<file path="src/rtl/datapath_param_pkg.sv">
// Shared definitions for the parameterised multi-cycle datapath: ALU opcodes,
// fetch FSM states and the width/depth derivation helpers.
package datapath_param_pkg;

   localparam logic [2:0] ALU_AND = 3'b000;
   localparam logic [2:0] ALU_OR  = 3'b001;
   localparam logic [2:0] ALU_ADD = 3'b010;
   localparam logic [2:0] ALU_SUB = 3'b110;
   localparam logic [2:0] ALU_SLT = 3'b111;

   typedef enum logic [1:0] {
      ST_IDLE  = 2'd0,
      ST_FETCH = 2'd1,
      ST_DONE  = 2'd2
   } fetch_state_t;

   // Number of memory beats needed to assemble one 32-bit instruction.
   function automatic int beats_f(input int width);
      return 32 / width;
   endfunction

   function automatic int bytes_f(input int width);
      return width / 8;
   endfunction

   function automatic int aw_f(input int nreg);
      return $clog2(nreg);
   endfunction

endpackage

</file>
<file path="src/rtl/datapath_param_if.sv">
// Memory-side bus of the datapath: request/ack handshake, address, read and write data.
interface datapath_param_if #(
   parameter int WIDTH = 8
) ();

   logic [WIDTH-1:0] mem_rdata;
   logic             mem_ack;
   logic             mem_req;
   logic [WIDTH-1:0] adr;
   logic [WIDTH-1:0] writedata;

   modport master (
      input  mem_rdata,
      input  mem_ack,
      output mem_req,
      output adr,
      output writedata
   );

   modport slave (
      output mem_rdata,
      output mem_ack,
      input  mem_req,
      input  adr,
      input  writedata
   );

endinterface

</file>
<file path="src/rtl/datapath_param_fetch_seq.sv">
// Instruction fetch sequencer: IDLE -> FETCH -> DONE, beat counter and the
// fetch base address captured at start so later pc updates do not disturb it.
module fetch_seq
   import datapath_param_pkg::*;
#(
   parameter int WIDTH = 8
) (
   input  logic             clk,
   input  logic             rst,
   input  logic             i_start,
   input  logic             i_ack,
   input  logic [WIDTH-1:0] i_pc,
   output logic             o_req,
   output logic             o_busy,
   output logic             o_done,
   output logic             o_beat_we,
   output logic [1:0]       o_beat,
   output logic [WIDTH-1:0] o_fetch_adr
);

   localparam int               BEATS     = beats_f(WIDTH);
   localparam logic [1:0]       LAST_BEAT = 2'(BEATS - 1);
   localparam logic [WIDTH-1:0] STRIDE    = WIDTH'(bytes_f(WIDTH));

   fetch_state_t     r_state;
   logic [WIDTH-1:0] r_base;
   logic [1:0]       r_beat;
   logic             r_req;
   logic             r_busy;
   logic             r_done;

   always_ff @(posedge clk or negedge rst) begin
      if (!rst) begin
         r_state <= ST_IDLE;
         r_base  <= '0;
         r_beat  <= '0;
         r_req   <= 1'b0;
         r_busy  <= 1'b0;
         r_done  <= 1'b0;
      end else begin
         case (r_state)
            ST_IDLE: begin
               if (i_start) begin
                  r_state <= ST_FETCH;
                  r_base  <= i_pc;
                  r_beat  <= '0;
                  r_req   <= 1'b1;
                  r_busy  <= 1'b1;
               end
            end
            ST_FETCH: begin
               if (i_ack) begin
                  r_beat <= r_beat + 2'd1;
                  if (r_beat == LAST_BEAT) begin
                     r_state <= ST_DONE;
                     r_req   <= 1'b0;
                     r_done  <= 1'b1;
                  end
               end
            end
            ST_DONE: begin
               r_state <= ST_IDLE;
               r_busy  <= 1'b0;
               r_done  <= 1'b0;
            end
            default: begin
               r_state <= ST_IDLE;
               r_req   <= 1'b0;
               r_busy  <= 1'b0;
               r_done  <= 1'b0;
            end
         endcase
      end
   end

   assign o_req       = r_req;
   assign o_busy      = r_busy;
   assign o_done      = r_done;
   assign o_beat      = r_beat;
   assign o_beat_we   = (r_state == ST_FETCH) && i_ack;
   assign o_fetch_adr = r_base + ({{(WIDTH-2){1'b0}}, r_beat} * STRIDE);

endmodule

</file>
<file path="src/rtl/datapath_param_regfile.sv">
// Register file with two combinational read ports and one write port;
// register 0 is hard-wired to zero by never accepting writes.
module regfile_param
   import datapath_param_pkg::*;
#(
   parameter  int WIDTH = 8,
   parameter  int NREG  = 8,
   localparam int AW    = aw_f(NREG)
) (
   input  logic             clk,
   input  logic             rst,
   input  logic             i_we,
   input  logic [AW-1:0]    i_wa,
   input  logic [WIDTH-1:0] i_wd,
   input  logic [AW-1:0]    i_ra1,
   input  logic [AW-1:0]    i_ra2,
   output logic [WIDTH-1:0] o_rd1,
   output logic [WIDTH-1:0] o_rd2
);

   logic [WIDTH-1:0] r_regs [NREG];

   for (genvar gi = 0; gi < NREG; gi++) begin : g_reg
      always_ff @(posedge clk or negedge rst) begin
         if (!rst) begin
            r_regs[gi] <= '0;
         end else if (i_we && (i_wa == AW'(gi)) && (gi != 0)) begin
            r_regs[gi] <= i_wd;
         end
      end
   end

   // Reads see the pre-edge contents, so a same-cycle write is not forwarded.
   assign o_rd1 = r_regs[i_ra1];
   assign o_rd2 = r_regs[i_ra2];

endmodule

</file>
<file path="src/rtl/datapath_param.sv">
// Multi-cycle datapath with a beat-wise instruction fetcher for WIDTH-bit
// memories, register file, operand muxes, ALU and next-pc selection.
module datapath_param
   import datapath_param_pkg::*;
#(
   parameter  int WIDTH = 8,
   parameter  int NREG  = 8,
   localparam int AW    = aw_f(NREG),
   localparam int BEATS = beats_f(WIDTH)
) (
   input  logic             clk,
   input  logic             rst,
   datapath_param_if.master bus,
   input  logic             fetch_start,
   input  logic             alusrca,
   input  logic             memtoreg,
   input  logic             iord,
   input  logic             pcen,
   input  logic             regwrite,
   input  logic             regdst,
   input  logic [1:0]       pcsource,
   input  logic [1:0]       alusrcb,
   input  logic [2:0]       alucont,
   output logic             fetch_busy,
   output logic             fetch_done,
   output logic             zero,
   output logic [31:0]      instr
);

   logic [WIDTH-1:0] r_pc;
   logic [31:0]      r_instr;
   logic [WIDTH-1:0] r_md;
   logic [WIDTH-1:0] r_a;
   logic [WIDTH-1:0] r_b;
   logic [WIDTH-1:0] r_aluout;

   logic             w_req;
   logic             w_beat_we;
   logic [1:0]       w_beat;
   logic [WIDTH-1:0] w_fetch_adr;
   logic [AW-1:0]    w_ra1;
   logic [AW-1:0]    w_ra2;
   logic [AW-1:0]    w_rd;
   logic [AW-1:0]    w_wa;
   logic [WIDTH-1:0] w_wd;
   logic [WIDTH-1:0] w_rd1;
   logic [WIDTH-1:0] w_rd2;
   logic [WIDTH-1:0] w_imm;
   logic [WIDTH-1:0] w_jtarget;
   logic [WIDTH-1:0] w_srca;
   logic [WIDTH-1:0] w_srcb;
   logic [WIDTH-1:0] w_aluresult;
   logic [WIDTH-1:0] w_nextpc;

   fetch_seq #(
      .WIDTH(WIDTH)
   ) u_fetch_seq (
      .clk        (clk),
      .rst        (rst),
      .i_start    (fetch_start),
      .i_ack      (bus.mem_ack),
      .i_pc       (r_pc),
      .o_req      (w_req),
      .o_busy     (fetch_busy),
      .o_done     (fetch_done),
      .o_beat_we  (w_beat_we),
      .o_beat     (w_beat),
      .o_fetch_adr(w_fetch_adr)
   );

   // Each beat owns one WIDTH-bit lane of the instruction register.
   for (genvar gi = 0; gi < BEATS; gi++) begin : g_instr
      always_ff @(posedge clk or negedge rst) begin
         if (!rst) begin
            r_instr[gi*WIDTH +: WIDTH] <= '0;
         end else if (w_beat_we && (w_beat == 2'(gi))) begin
            r_instr[gi*WIDTH +: WIDTH] <= bus.mem_rdata;
         end
      end
   end

   always_ff @(posedge clk or negedge rst) begin
      if (!rst) begin
         r_pc     <= '0;
         r_md     <= '0;
         r_a      <= '0;
         r_b      <= '0;
         r_aluout <= '0;
      end else begin
         if (pcen) begin
            r_pc <= w_nextpc;
         end
         r_md     <= bus.mem_rdata;
         r_a      <= w_rd1;
         r_b      <= w_rd2;
         r_aluout <= w_aluresult;
      end
   end

   assign w_ra1 = r_instr[21 +: AW];
   assign w_ra2 = r_instr[16 +: AW];
   assign w_rd  = r_instr[11 +: AW];
   assign w_wa  = regdst ? w_rd : w_ra2;
   assign w_wd  = memtoreg ? r_md : r_aluout;

   regfile_param #(
      .WIDTH(WIDTH),
      .NREG (NREG)
   ) u_regfile (
      .clk  (clk),
      .rst  (rst),
      .i_we (regwrite),
      .i_wa (w_wa),
      .i_wd (w_wd),
      .i_ra1(w_ra1),
      .i_ra2(w_ra2),
      .o_rd1(w_rd1),
      .o_rd2(w_rd2)
   );

   // Narrow datapaths take the immediate and jump target straight from the low instruction bits.
   if (WIDTH == 32) begin : g_wide
      assign w_imm     = {{16{r_instr[15]}}, r_instr[15:0]};
      assign w_jtarget = {r_pc[31:28], r_instr[25:0], 2'b00};
   end else begin : g_narrow
      assign w_imm     = r_instr[WIDTH-1:0];
      assign w_jtarget = {r_instr[WIDTH-3:0], 2'b00};
   end

   assign w_srca = alusrca ? r_a : r_pc;

   always_comb begin
      w_srcb = r_b;
      case (alusrcb)
         2'd0:    w_srcb = r_b;
         2'd1:    w_srcb = {{(WIDTH-1){1'b0}}, 1'b1};
         2'd2:    w_srcb = w_imm;
         default: w_srcb = {w_imm[WIDTH-3:0], 2'b00};
      endcase
   end

   always_comb begin
      w_aluresult = '0;
      case (alucont)
         ALU_ADD: w_aluresult = w_srca + w_srcb;
         ALU_SUB: w_aluresult = w_srca - w_srcb;
         ALU_AND: w_aluresult = w_srca & w_srcb;
         ALU_OR:  w_aluresult = w_srca | w_srcb;
         ALU_SLT: w_aluresult = {{(WIDTH-1){1'b0}}, ($signed(w_srca) < $signed(w_srcb))};
         default: w_aluresult = '0;
      endcase
   end

   always_comb begin
      w_nextpc = '0;
      case (pcsource)
         2'd0:    w_nextpc = w_aluresult;
         2'd1:    w_nextpc = r_aluout;
         2'd2:    w_nextpc = w_jtarget;
         default: w_nextpc = '0;
      endcase
   end

   assign zero          = (w_aluresult == '0);
   assign instr         = r_instr;
   assign bus.mem_req   = w_req;
   assign bus.adr       = w_req ? w_fetch_adr : (iord ? r_aluout : r_pc);
   assign bus.writedata = r_b;

endmodule

</file>
<file path="src/flat_wrapper.sv">
// flat-port wrapper written by rule: the top's interface ports become plain ports
module datapath_param_flat import datapath_param_pkg::*;
#(
   parameter  int WIDTH = 8,
   parameter  int NREG  = 8,
   localparam int AW    = aw_f(NREG),
   localparam int BEATS = beats_f(WIDTH)
)
  (clk, rst, fetch_start, alusrca, memtoreg, iord, pcen, regwrite, regdst, pcsource, alusrcb, alucont, fetch_busy, fetch_done, zero, instr, bus_mem_rdata, bus_mem_ack, bus_mem_req, bus_adr, bus_writedata);
  datapath_param_if #(.WIDTH(WIDTH)) bus_i ();
  input  logic clk;
  input  logic rst;
  input  logic fetch_start;
  input  logic alusrca;
  input  logic memtoreg;
  input  logic iord;
  input  logic pcen;
  input  logic regwrite;
  input  logic regdst;
  input  logic [1:0] pcsource;
  input  logic [1:0] alusrcb;
  input  logic [2:0] alucont;
  output logic fetch_busy;
  output logic fetch_done;
  output logic zero;
  output logic [31:0] instr;
  input wire logic [$bits(bus_i.mem_rdata)-1:0] bus_mem_rdata;
  input wire logic [$bits(bus_i.mem_ack)-1:0] bus_mem_ack;
  output wire logic [$bits(bus_i.mem_req)-1:0] bus_mem_req;
  output wire logic [$bits(bus_i.adr)-1:0] bus_adr;
  output wire logic [$bits(bus_i.writedata)-1:0] bus_writedata;
  assign bus_i.mem_rdata = bus_mem_rdata;
  assign bus_i.mem_ack = bus_mem_ack;
  assign bus_mem_req = bus_i.mem_req;
  assign bus_adr = bus_i.adr;
  assign bus_writedata = bus_i.writedata;
  datapath_param #(.WIDTH(WIDTH), .NREG(NREG)) u_core (.clk(clk), .rst(rst), .bus(bus_i), .fetch_start(fetch_start), .alusrca(alusrca), .memtoreg(memtoreg), .iord(iord), .pcen(pcen), .regwrite(regwrite), .regdst(regdst), .pcsource(pcsource), .alusrcb(alusrcb), .alucont(alucont), .fetch_busy(fetch_busy), .fetch_done(fetch_done), .zero(zero), .instr(instr));
endmodule
</file>
<file path="config.mk">
export PLATFORM = sky130hd
export DESIGN_NAME = datapath_param_flat
export DESIGN_NICKNAME = d
export VERILOG_FILES = /design/src/rtl/datapath_param_pkg.sv /design/src/rtl/datapath_param_if.sv /design/src/rtl/datapath_param_fetch_seq.sv /design/src/rtl/datapath_param_regfile.sv /design/src/rtl/datapath_param.sv /design/src/flat_wrapper.sv
export SDC_FILE = /design/constraint.sdc
export NUM_CORES = 1
export LEC_CHECK = 0
export ABC_CLOCK_PERIOD_IN_PS = 5000
export BUFFER_PORTS_ARGS = -buffer_cell sky130_fd_sc_hd__buf_2
export CAP_MARGIN = 25
export CORE_ASPECT_RATIO = 2
export CORE_MARGIN = 8
export CORE_UTILIZATION = 55
export CTS_BUF_LIST = sky130_fd_sc_hd__clkbuf_4 sky130_fd_sc_hd__clkbuf_8
export DETAILED_ROUTE_END_ITERATION = 12
export PLACE_DENSITY = 0.72
export RECOVER_POWER = 50
export SLEW_MARGIN = 20
export SYNTH_ARGS = -nofsm -noshare
export SYNTH_HDL_FRONTEND = slang
export SYNTH_SLANG_ARGS = --single-unit
</file>
<file path="constraint.sdc">
create_clock -name clk -period 5 [get_ports clk]
set_input_delay 0.5 -clock clk [delete_from_list [all_inputs] [get_ports clk]]
set_output_delay 0.5 -clock clk [all_outputs]
set_load 0.005 [all_outputs]
</file>
# Word-level counts from Yosys, hierarchy flattened

Index checks and enable logic that the tools add are counted.

Register bits after elaboration: 143
Output and inout port bits: 52

Add/sub/neg operators: 4
Magnitude comparators: 3
Equality and inequality tests: 23
Muxes and demuxes: 29
Bitwise logic cells: 7
Reduce and logical (&&, ||, !) cells: 25

Operator list:

| operator             | count |
|---|---|
| $mux W8              | 8 |
| $bmux W8 S3          | 2 |
| $pmux W8 S3          | 2 |
| $pmux W8 S5          | 1 |
| $eq A3 B3 Y1 const B | 6 |
| $logic_and A1 B1 Y1  | 12 |
| $eq A2 B2 Y1 const B | 5 |
| $mux W2              | 5 |
| $eq A3 B2 Y1 const B | 3 |
| $reduce_and A3 Y1    | 3 |
| $add A8 B2 Y8        | 1 |
| $add A8 B8 Y8        | 1 |
| $and A8 B8 Y8        | 1 |
| $eq A2 B1 Y1 const B | 4 |
| $ge A4 B4 Y1 const B | 2 |
| $logic_not A2 Y1     | 4 |
| $logic_not A8 Y1     | 1 |
| $lt A8 B8 Y1         | 1 |
| $not A3 Y4           | 2 |
| $or A8 B8 Y8         | 1 |
| $pmux W2 S2          | 2 |
| $sub A8 B8 Y8        | 1 |
| $eq A3 B1 Y1 const B | 2 |
| $mux W1              | 5 |
| other kinds (11)     | 16 |

# Longest topological paths before layout

Gate-level depths: netlist of run 1.

Depth in word-level cells: 5
Mapped depth: 13
Mapped depth without buffers: 12

# Modules after synthesis

A second synthesis of run 1 with hierarchy kept.

Cells, all modules: 680
Area total of the unflattened synthesis: 8186.6 um2

By module, submodules not included:

| module         | instances | cells an instance | area an instance (um2) |
|---|---|---|---|
| datapath_param | 1         | 382               | 4174.0 |
| regfile_param  | 1         | 236               | 3233.1 |
| fetch_seq      | 1         | 62                | 779.5 |

# Least setup slack after synthesis of run 1

No wires, ideal clock.

Path type: input port to output port
From: input port alusrcb[0]
To: output port zero
Arrival time: 3.073 ns
Data required time: 4.500 ns
Setup slack: 1.427 ns
Stages on the path: 11
Buffers on the path: 2
Cell sequence: clkbuf_1 mux2_2 a22o_1 ha_1 buf_2 nor2_1 o311ai_2 mux2i_1 or4_4 nor2_1 and4bb_1

Word-level cells in the longest chain between the ends: 5

RTL lines:

| element                               | line                  | source |
|---|---|---|
| from (decl)                           | flat_wrapper.sv:21    | `input logic [1:0] alusrcb;` |
| $eq A2 B2 Y1 (tied with other cells)  | datapath_param.sv:134 | `case (alusrcb)` |
| $pmux W8 S3 *                         | datapath_param.sv:134 |  |
| $sub A8 B8 Y8 (tied with other cells) | datapath_param.sv:146 | `ALU_SUB: w_aluresult = w_srca - w_srcb;` |
| $pmux W8 S5 *                         | datapath_param.sv:144 | `case (alucont)` |
| net u_core.w_aluresult[6]             | datapath_param.sv:52  | `logic [WIDTH-1:0] w_aluresult;` |
| $logic_not A8 Y1 *                    | datapath_param.sv:164 | `assign zero = (w_aluresult == '0);` |
| to (decl)                             | flat_wrapper.sv:25    | `output logic zero;` |

Mark *: on every way through the listed nets, which the timed path passes. The rest lies on a longest branch.

# Worst setup path after layout of run 1

From: register u_core.r_b[0], in the netlist u_core.bus.writedata[0]
To: output port zero

Word-level cells in the longest chain between the ends: 4

RTL lines:

| element                                               | line                                         | source |
|---|---|---|
| from (decl)                                           | datapath_param.sv:34                         | `logic [WIDTH-1:0] r_b;` |
| from (signal assigned)                                | datapath_param.sv:95                         | `r_b <= w_rd2;` |
| $pmux W8 S3 *                                         | datapath_param.sv:134                        |  |
| $sub A8 B8 Y8 / $add A8 B8 Y8 (equally long branches) | datapath_param.sv:146, datapath_param.sv:145 |  |
| $pmux W8 S5 *                                         | datapath_param.sv:144                        |  |
| net u_core.w_aluresult[4]                             | datapath_param.sv:52                         |  |
| $logic_not A8 Y1 *                                    | datapath_param.sv:164                        |  |

Marks and branches as above.

==> results of run 1 <==
[registers in the layout, indices dropped and copies added, names as in the netlist, 8 cells and up]
signal	cells
u_core.w_imm	8
u_core.r_aluout	8
u_core.r_a	8
u_core.instr	24
u_core.r_md	8
u_core.u_regfile.r_regs	56
u_core.bus.writedata	8
u_core.u_fetch_seq.r_base	8
u_core.r_pc	8
[where the power goes]
part / leakage (nW) / internal (mW) / switching, mW / total [mW]
Combinational: 1.93 / 1.07 / 1.33 / 2.40
Sequential: 1.79 / 1.64 / 0.480 / 2.12
Clock: 0.196 / 0.420 / 0.497 / 0.917
[final timing paths]
kind                       cells after the start                     from                           to  slack, ps
min                                            1         bus_mem_rdata[1]               u_core.r_md[1]        270
min reg2reg                                    2         u_core.instr[26]             u_core.instr[26]        490
max in group asynchronous                      4                      rst             u_core.instr[23]       1130
max                                           12  u_core.bus.writedata[0]                         zero        920
max reg2reg                                   11           u_core.r_pc[0]               u_core.r_pc[6]       2010
min in group asynchronous                      2                      rst  u_core.u_regfile.r_regs[53]        950
[area by class of cell]
cell class              instances  area (um2)
fillers                      1172        5250
multi-input cells             534        3800
flip-flops and latches        143        3580
repair buffers                 85         393
clock buffers                  18         241
well taps                     189         236
inverters                      46         173
clock inverters                14         148
[cells in the mapped netlist (all sizes together), types with 6 or more instances]
master	number	area, um2
a211oi	6	45.0
a21o	7	52.6
a21oi	33	165
a221oi	10	87.6
a22o	8	70.1
buf	11	52.6
clkbuf	29	109
dfrtp	143	3580
ha	30	375
inv	45	169
mux2	48	541
mux2i	29	290
mux4	16	360
nand2	128	480
nand3	6	30.0
nor2	29	109
nor2b	11	68.8
nor3	6	30.0
o211ai	7	57.6
o21ai	95	475
xnor2	6	52.6
[stage by stage]
step	setup slack, ps	utilization	instances
detailed placement	1200	0.595	995
global route	426	0.620	1029
finish	924	0.620	1029
global placement	1200	0.595	995
floorplan	1430	-	763
CTS	956	0.624	1027
[layer usage]
layer | part of all wire | vias to the layer above | global-route usage
li1 | - | 2810 | -
met1 | 0.36 | 3087 | 0.244
met2 | 0.55 | 220 | 0.463
met3 | 0.048 | 60 | 0.0406
met4 | 0.038 | 0 | 0.120
met5 | 0 | - | 0
[kinds of logic (layout without fill, tap and decap cells)]
group	count (synthesis)	after routing
mux	93	93
buf+inv	86	163
flops	143	143
xor+xnor	8	8
compound gates	194	194
simple gates	206	206
fa+ha+maj	33	33
==> impl_results.md, run 1 <==
* Tcrit/Tclk final at 0.815
* PwrDens at 634 mW/mm2
* Setup Skew at approximately 18 ps
* Compound-Gate Fraction of Synth Area at 0.154
* #FFs+latches synth at around 140
* Yosys cell types at 56
* Adder-cell share of the synthesized area at 0.0565
* # IOs at just under 80
* Post-synthesis area per instance at roughly 10 um2
* # rows at 61
* Max incr delay on CP at roughly 500 ps
* Gr usage total at 0.243
* DP HPWL at 16600 um
* CTS root buffer: clkbuf_8
* HP Class: in2reg
* Post-route ant nets at 0
* CORE AREA at around 0.014 mm2
* Fin Setup TNS at 0 ps
* Mux cell area share after synthesis at 0.155
* Buf+Inv Stages, Crit Path at 1
* Worst path cell trace: nor2_1, nor2_1, a31o_2, ha_1, fa_1, nor2_1, o31ai_1, a221oi_1, o21ai_1, nor4_1, and4bb_1, buf_2
* Synth Area in Simple Gates at 0.118
* CTS tree: built
* Min Tclk post-route at 4080 ps
* Most frequent cells in the layout: dfrtp_1, nand2_1, o21ai_0
* GRT Residual Overflow at 0
* CTS Hold Buffers Added at 0
* Nets at ~900
* Tightest Pin Transition at 1930 ps
* Initial Util at 0.558
* Critical Path RT at ~4500 ps
* Status: complete, but fails checks
* CP max-delay cell: fa_1
* Post-CTS Setup Bufs at 0
* TritonRoute pass-1 iters at 8
* Die width at ~100 um
* Vias in the first global route at around 6400
* Clock buffer count from CTS at 17
* Commonest non-fill, non-tap cell in the layout: dfrtp_1
* Synth warn at 8
* Number of synthesized flops with an enable pin at 0
* CTS Sinks at between 100 and 150
* Total power at roughly 5.4 mW
* Max-cap viol count at 2
* RSZ-0062 raised after global routing: false
* Initial antenna violation count at 0
* CP most frequent cell: nor2_1
* Die height at around 180 um
* Clock Pin Slew Worst Setup and Hold Paths at 80 ps
* Slew margin rel. at -0.289
* Final Cell Area at between 0.008 and 0.009 mm2
* CP Capture Type: output port
* Maximum buffer depth of the clock tree at 2
* Hold Violations, Final at 0
* Iter 0 DRT Violations at 361
* # H-tree levels at 4
* Crit-path max FO at 3
* Post-cts sizing count at 0
* Mapped Cells at 763
* CP Data Arrival Time at about 3600 ps
* Die Area at approximately 0.018 mm2
* Vias per cell at around 6.0
* Final setup fails at 0
* Failing checks: capacitance limit, slew limit
* DR DRC count at 0
* Largest family of logic cells by synthesized area: multiplexers
* XOR/XNOR Fraction of Synth Area at 0.00909
* WL/cell at about 21 um
* IO Port Bufs at 76
* Syn Nets at around 820
* GP Congestion at 0.914
* Fmax at about 0.25 GHz
* Lkg Pwr at ~3.9 nW
* Seq/Total Area, Yosys at 0.464
* Largest net degree at the start of global routing at approximately 100
* Antenna cells at 0
* Mapped Area at just under 0.008 mm2
* Family with the most delay on the worst path: simple AND/OR/NAND/NOR gates
* Total number of vias at slightly above 6000
* Layout cells sized above 1 at 0.176
* Area growth from synthesis to layout at 11.2%
* Final WL at 22000 um
* Slew Limit Fails at about 110
* Hold Slack at roughly 270 ps
* Max VDD drop at 0.419 mV
* Top FF cell, synth: dfrtp_1
* CP startpoint kind: flop
* Clk_lat worst skew at roughly 440 ps
* First-pass GRT wire length at around 34000 um
* Placed cell areas at between 0.008 and 0.009 mm2
* FFs w/ async S/R, synth at 1.00
* Critical path type: reg2out
Note: power is estimated with default switching activity, not from simulation.
==> run 2, diff against run 1 <==
Settings changed: ABC_AREA from default to 1, ABC_CLOCK_PERIOD_IN_PS 5000 to 3400, PLACE_DENSITY 0.72 to 0.75.
Clock period 5 ns to 3.4 ns, I/O delays scaled along.
==> impl_results.md, run 2 <==
* Failing checks: capacitance limit, slew limit
* Tightest Pin Transition at 2540 ps (+602 ps)
* Buf+Inv Stages, Crit Path at 4 (+3)
* Iter 0 DRT Violations at 473 (+31%)
* Most frequent cells in the layout: nand2_1, o21ai_0, dfrtp_1
* Top post-synthesis cells by count: nand2_1, o21ai_0, dfrtp_1, inv_1, a21oi_1
* First-pass GRT wire length at 36900 um (+8.7%)
* Final worst setup slack at 189 ps (-735 ps)
* Final Core Density at 0.621 (about the same)
* Total number of vias at 7210 (+17%)
* Seq/Total Area, Yosys at 0.456 (-0.00873)
* Die Area at 0.0186 mm2 (+1.7%)
* Gr usage total at 0.259 (+0.0163)
* Min Tclk post-route at between 3000 and 4000 ps
* XOR/XNOR Fraction of Synth Area at 0.00112 (-0.00798)
* Setup Skew at 21.9 ps (+3.45 ps)
* Number of synthesized flops with an enable pin at 0 (unchanged)
* FFs w/ async S/R, synth at 1.00 (unchanged)
* HP Class: in2reg
* Family with the most delay on the worst path: simple AND/OR/NAND/NOR gates
* Largest net degree at the start of global routing at 100 (-3.8%)
* Area of the multi-input gates at 0.00363 mm2 (-4.5%)
* Max-cap viol count at 1 (-1)
* # rows at 62 (+1.6%)
* Synth warn at 8 (unchanged)
* Top cell type's share of synthesized area at 0.456 (-0.00873)
* Clock buffer count from CTS at 17 (unchanged)
* CP Data Arrival Time at 2870 ps (-710 ps)
* Largest cells by area after synthesis: dfrtp_1, o21ai_0, nand2_1
* #FFs+latches synth at 143 (unchanged)
* # IOs at 77 (unchanged)
* Final WL at 23200 um (+5.3%)
* Layout cells sized above 1 at 0.149 (-0.0275)
* CP max-delay cell: dfrtp_1
* Critical path type: reg2out
* Switching part of the total at 0.452 (+0.0277)
* DR DRC count at 0 (unchanged)
* Area growth from synthesis to layout at 12.2%
* Crit-path max FO at 6 (+3)
* Nets at 1123 (+27%)
* Maximum buffer depth of the clock tree at 2 (unchanged)
* Lkg Pwr at 4.25 nW (+8.6%)
* Critical Path RT at 3060 ps (-1440 ps)
* Max VDD drop at 0.538 mV (+28%)
* P_int at 4.21 mW (+35%)
* Largest family of logic cells by synthesized area: compound AO/OA/AOI/OAI gates
* GP Congestion at 0.909 (-0.50%)
* Post-synthesis area per instance at 7.90 um2 (-22%)
* Vias per cell at 5.69 (-5.3%)
* Fin Setup TNS at 0 ps (unchanged)
* Fmax at between 0.3 and 0.4 GHz
* Mapped Area at 0.00786 mm2 (+1.9%)
* WL/cell at 18.3 um (-15%)
* Clock Pin Slew Worst Setup and Hold Paths at 80 ps (about the same)
* Filler cells at 1335 (+14%)
* # H-tree levels at 4 (unchanged)
* CTS Sinks at 143 (unchanged)
* Sw Pwr at 3.48 mW (+51%)
* Die width at 101 um (+0.80%)
* Vias in the first global route at 7216 (+12%)
* Clk_lat worst skew at 460 ps (+20 ps)
* Logic pwr share at 0.455 (+0.014)
* CP Capture Type: output port
* Slew margin rel. at -0.690 (-0.402)
* Hold Violations, Final at 0 (unchanged)
* Dpl ws at 98.3 ps (-1100 ps)
* Antenna cells at 0 (unchanged)
* Syn Nets at 1052 (+28%)
* Mapped Cells at 994 (+30%)
* Slew Limit Fails at 100 (-5.7%)
* Initial antenna violation count at 0 (unchanged)
* Yosys cell types at 40 (-29%)
* Status: complete, but fails checks
* Power share of the clock group at 0.162 (-0.007)
* Final Cell Area at 0.00881 mm2 (+2.8%)
* Commonest non-fill, non-tap cell in the layout: nand2_1
* Post-Layout Cell Count at 1268 (+23%)
* Sequential share of power at 0.384 (-0.006)
* Sequential cell area at 0.00358 mm2 (about the same)
* DP HPWL at 17200 um (+3.5%)
* IO Port Bufs at 76 (unchanged)
* Tcrit/Tclk final at 0.944
* PwrDens at 873 mW/mm2 (+38%)
* Placed cell areas at 0.00835 mm2 (+1.5%)
* Top-count cell post-synth: nand2_1
* Synth Area in Simple Gates at 0.163 (+0.0449)
* CTS tree: built
* RSZ-0062 raised after global routing: false
* Mux cell area share after synthesis at 0 (-0.155)
* GRT Residual Overflow at 0 (unchanged)
* CP startpoint kind: flop
* Die height at 185 um (+0.87%)
* Final setup fails at 0 (unchanged)
* Dpl cells at 1231 (+24%)
* Worst path cell trace: inv_2, o21ai_0, a21oi_2, inv_1, ha_4, inv_2, a21oi_2, nand2_1, nand2_1, nand3_1, nand3_1, nand3_2, or2_1, nor2_2, buf_2
* Adder-cell share of the synthesized area at 0.0554 (-0.00106)
* Max incr delay on CP at 410 ps (-80 ps)
* Top reg by flops: u_core.u_regfile.r_regs
* TritonRoute pass-1 iters at 5 (-3)
* Compound-Gate Fraction of Synth Area at 0.229 (+0.0750)
* Max reg flops at 56 (unchanged)
* Synth area leader: dfrtp_1
* CORE AREA at 0.0142 mm2 (+2.8%)
* CTS root buffer: clkbuf_8
* Initial Util at 0.553 (-0.00460)
* Top FF cell, synth: dfrtp_1
* Post-route ant nets at 0 (unchanged)
-- run 2: worst paths after layout --
check | from | endpoint | slack [ps] | depth (start not counted)
max reg2reg | u_core.w_imm[0] | u_core.r_pc[1] | 1030 | 12
max | u_core.w_imm[2] | zero | 190 | 15
min in group asynchronous | rst | u_core.r_aluout[6] | 630 | 1
min | bus_mem_rdata[0] | u_core.r_md[0] | 30 | 1
min reg2reg | u_core.u_regfile.r_regs[20] | u_core.u_regfile.r_regs[20] | 490 | 2
max in group asynchronous | rst | u_core.instr[27] | 840 | 2
-- run 2: logic make-up after synthesis --
kind of cell	Yosys count
adders and majority gates	33
buffers and inverters	185
and+or+nand+nor	307
xor gates and xnor gates	1
DFF	143
AOI/OAI and AO/OA	325
-- run 2: power by group through the flow --
stage / Sequential [mW] / Clock (mW) / Combinational (mW)
floorplan: 2.76 / 0 / 2.29
global route: 3.02 / 1.33 / 3.92
global placement: 2.92 / 0 / 3.27
finish: 2.95 / 1.24 / 3.50
detailed placement: 2.95 / 0 / 3.36
CTS: 2.92 / 1.26 / 3.42
-- run 2: metrics by stage --
step           total power [mW]  hold WS [ps]
2_1_floorplan              5.05          44.4
3_3_place_gp               6.19           462
3_5_place_dp               6.31           464
4_1_cts                    7.60          1.81
5_1_grt                    8.28          9.89
6_report                   7.69          31.1
-- run 2: layout make-up --
type                            count  area share
Inverter                          147      0.0632
Clock inverter                     13      0.0132
Clock buffer                       17      0.0266
Sequential cell                   143       0.406
Tap cell                          192      0.0273
Multi-Input combinational cell    666       0.411
Timing Repair Buffer               90      0.0520
-- run 2: worst register-to-register path: stages (launching register included) --
cell and delay, ps:
dfrtp_1 370, inv_2 60, o21ai_2 110, o21a_1 180
ha_2 200, inv_1 90, fa_2 460, o31ai_1 300
nor2_1 110, buf_4 150, inv_1 70, nand2_1 50
a31oi_1 150
-- run 2: metal layers --
metal	up-vias	routed length, um	track usage
met4	0	1100	0.144
met5	-	0	0
met3	88	1520	0.0602
li1	3408	-	-
met2	296	11600	0.426
met1	3418	9000	0.305
-- run 2: repair_timing --
item                                   in CTS  in global routing
endpoints found under the hold margin       1                  0
setup endpoints to repair                   1                  1
pin swaps                                   1                  8
buffers inserted                            2                  4
hold buffers                                1                  0
gates resized for setup                     6                 37
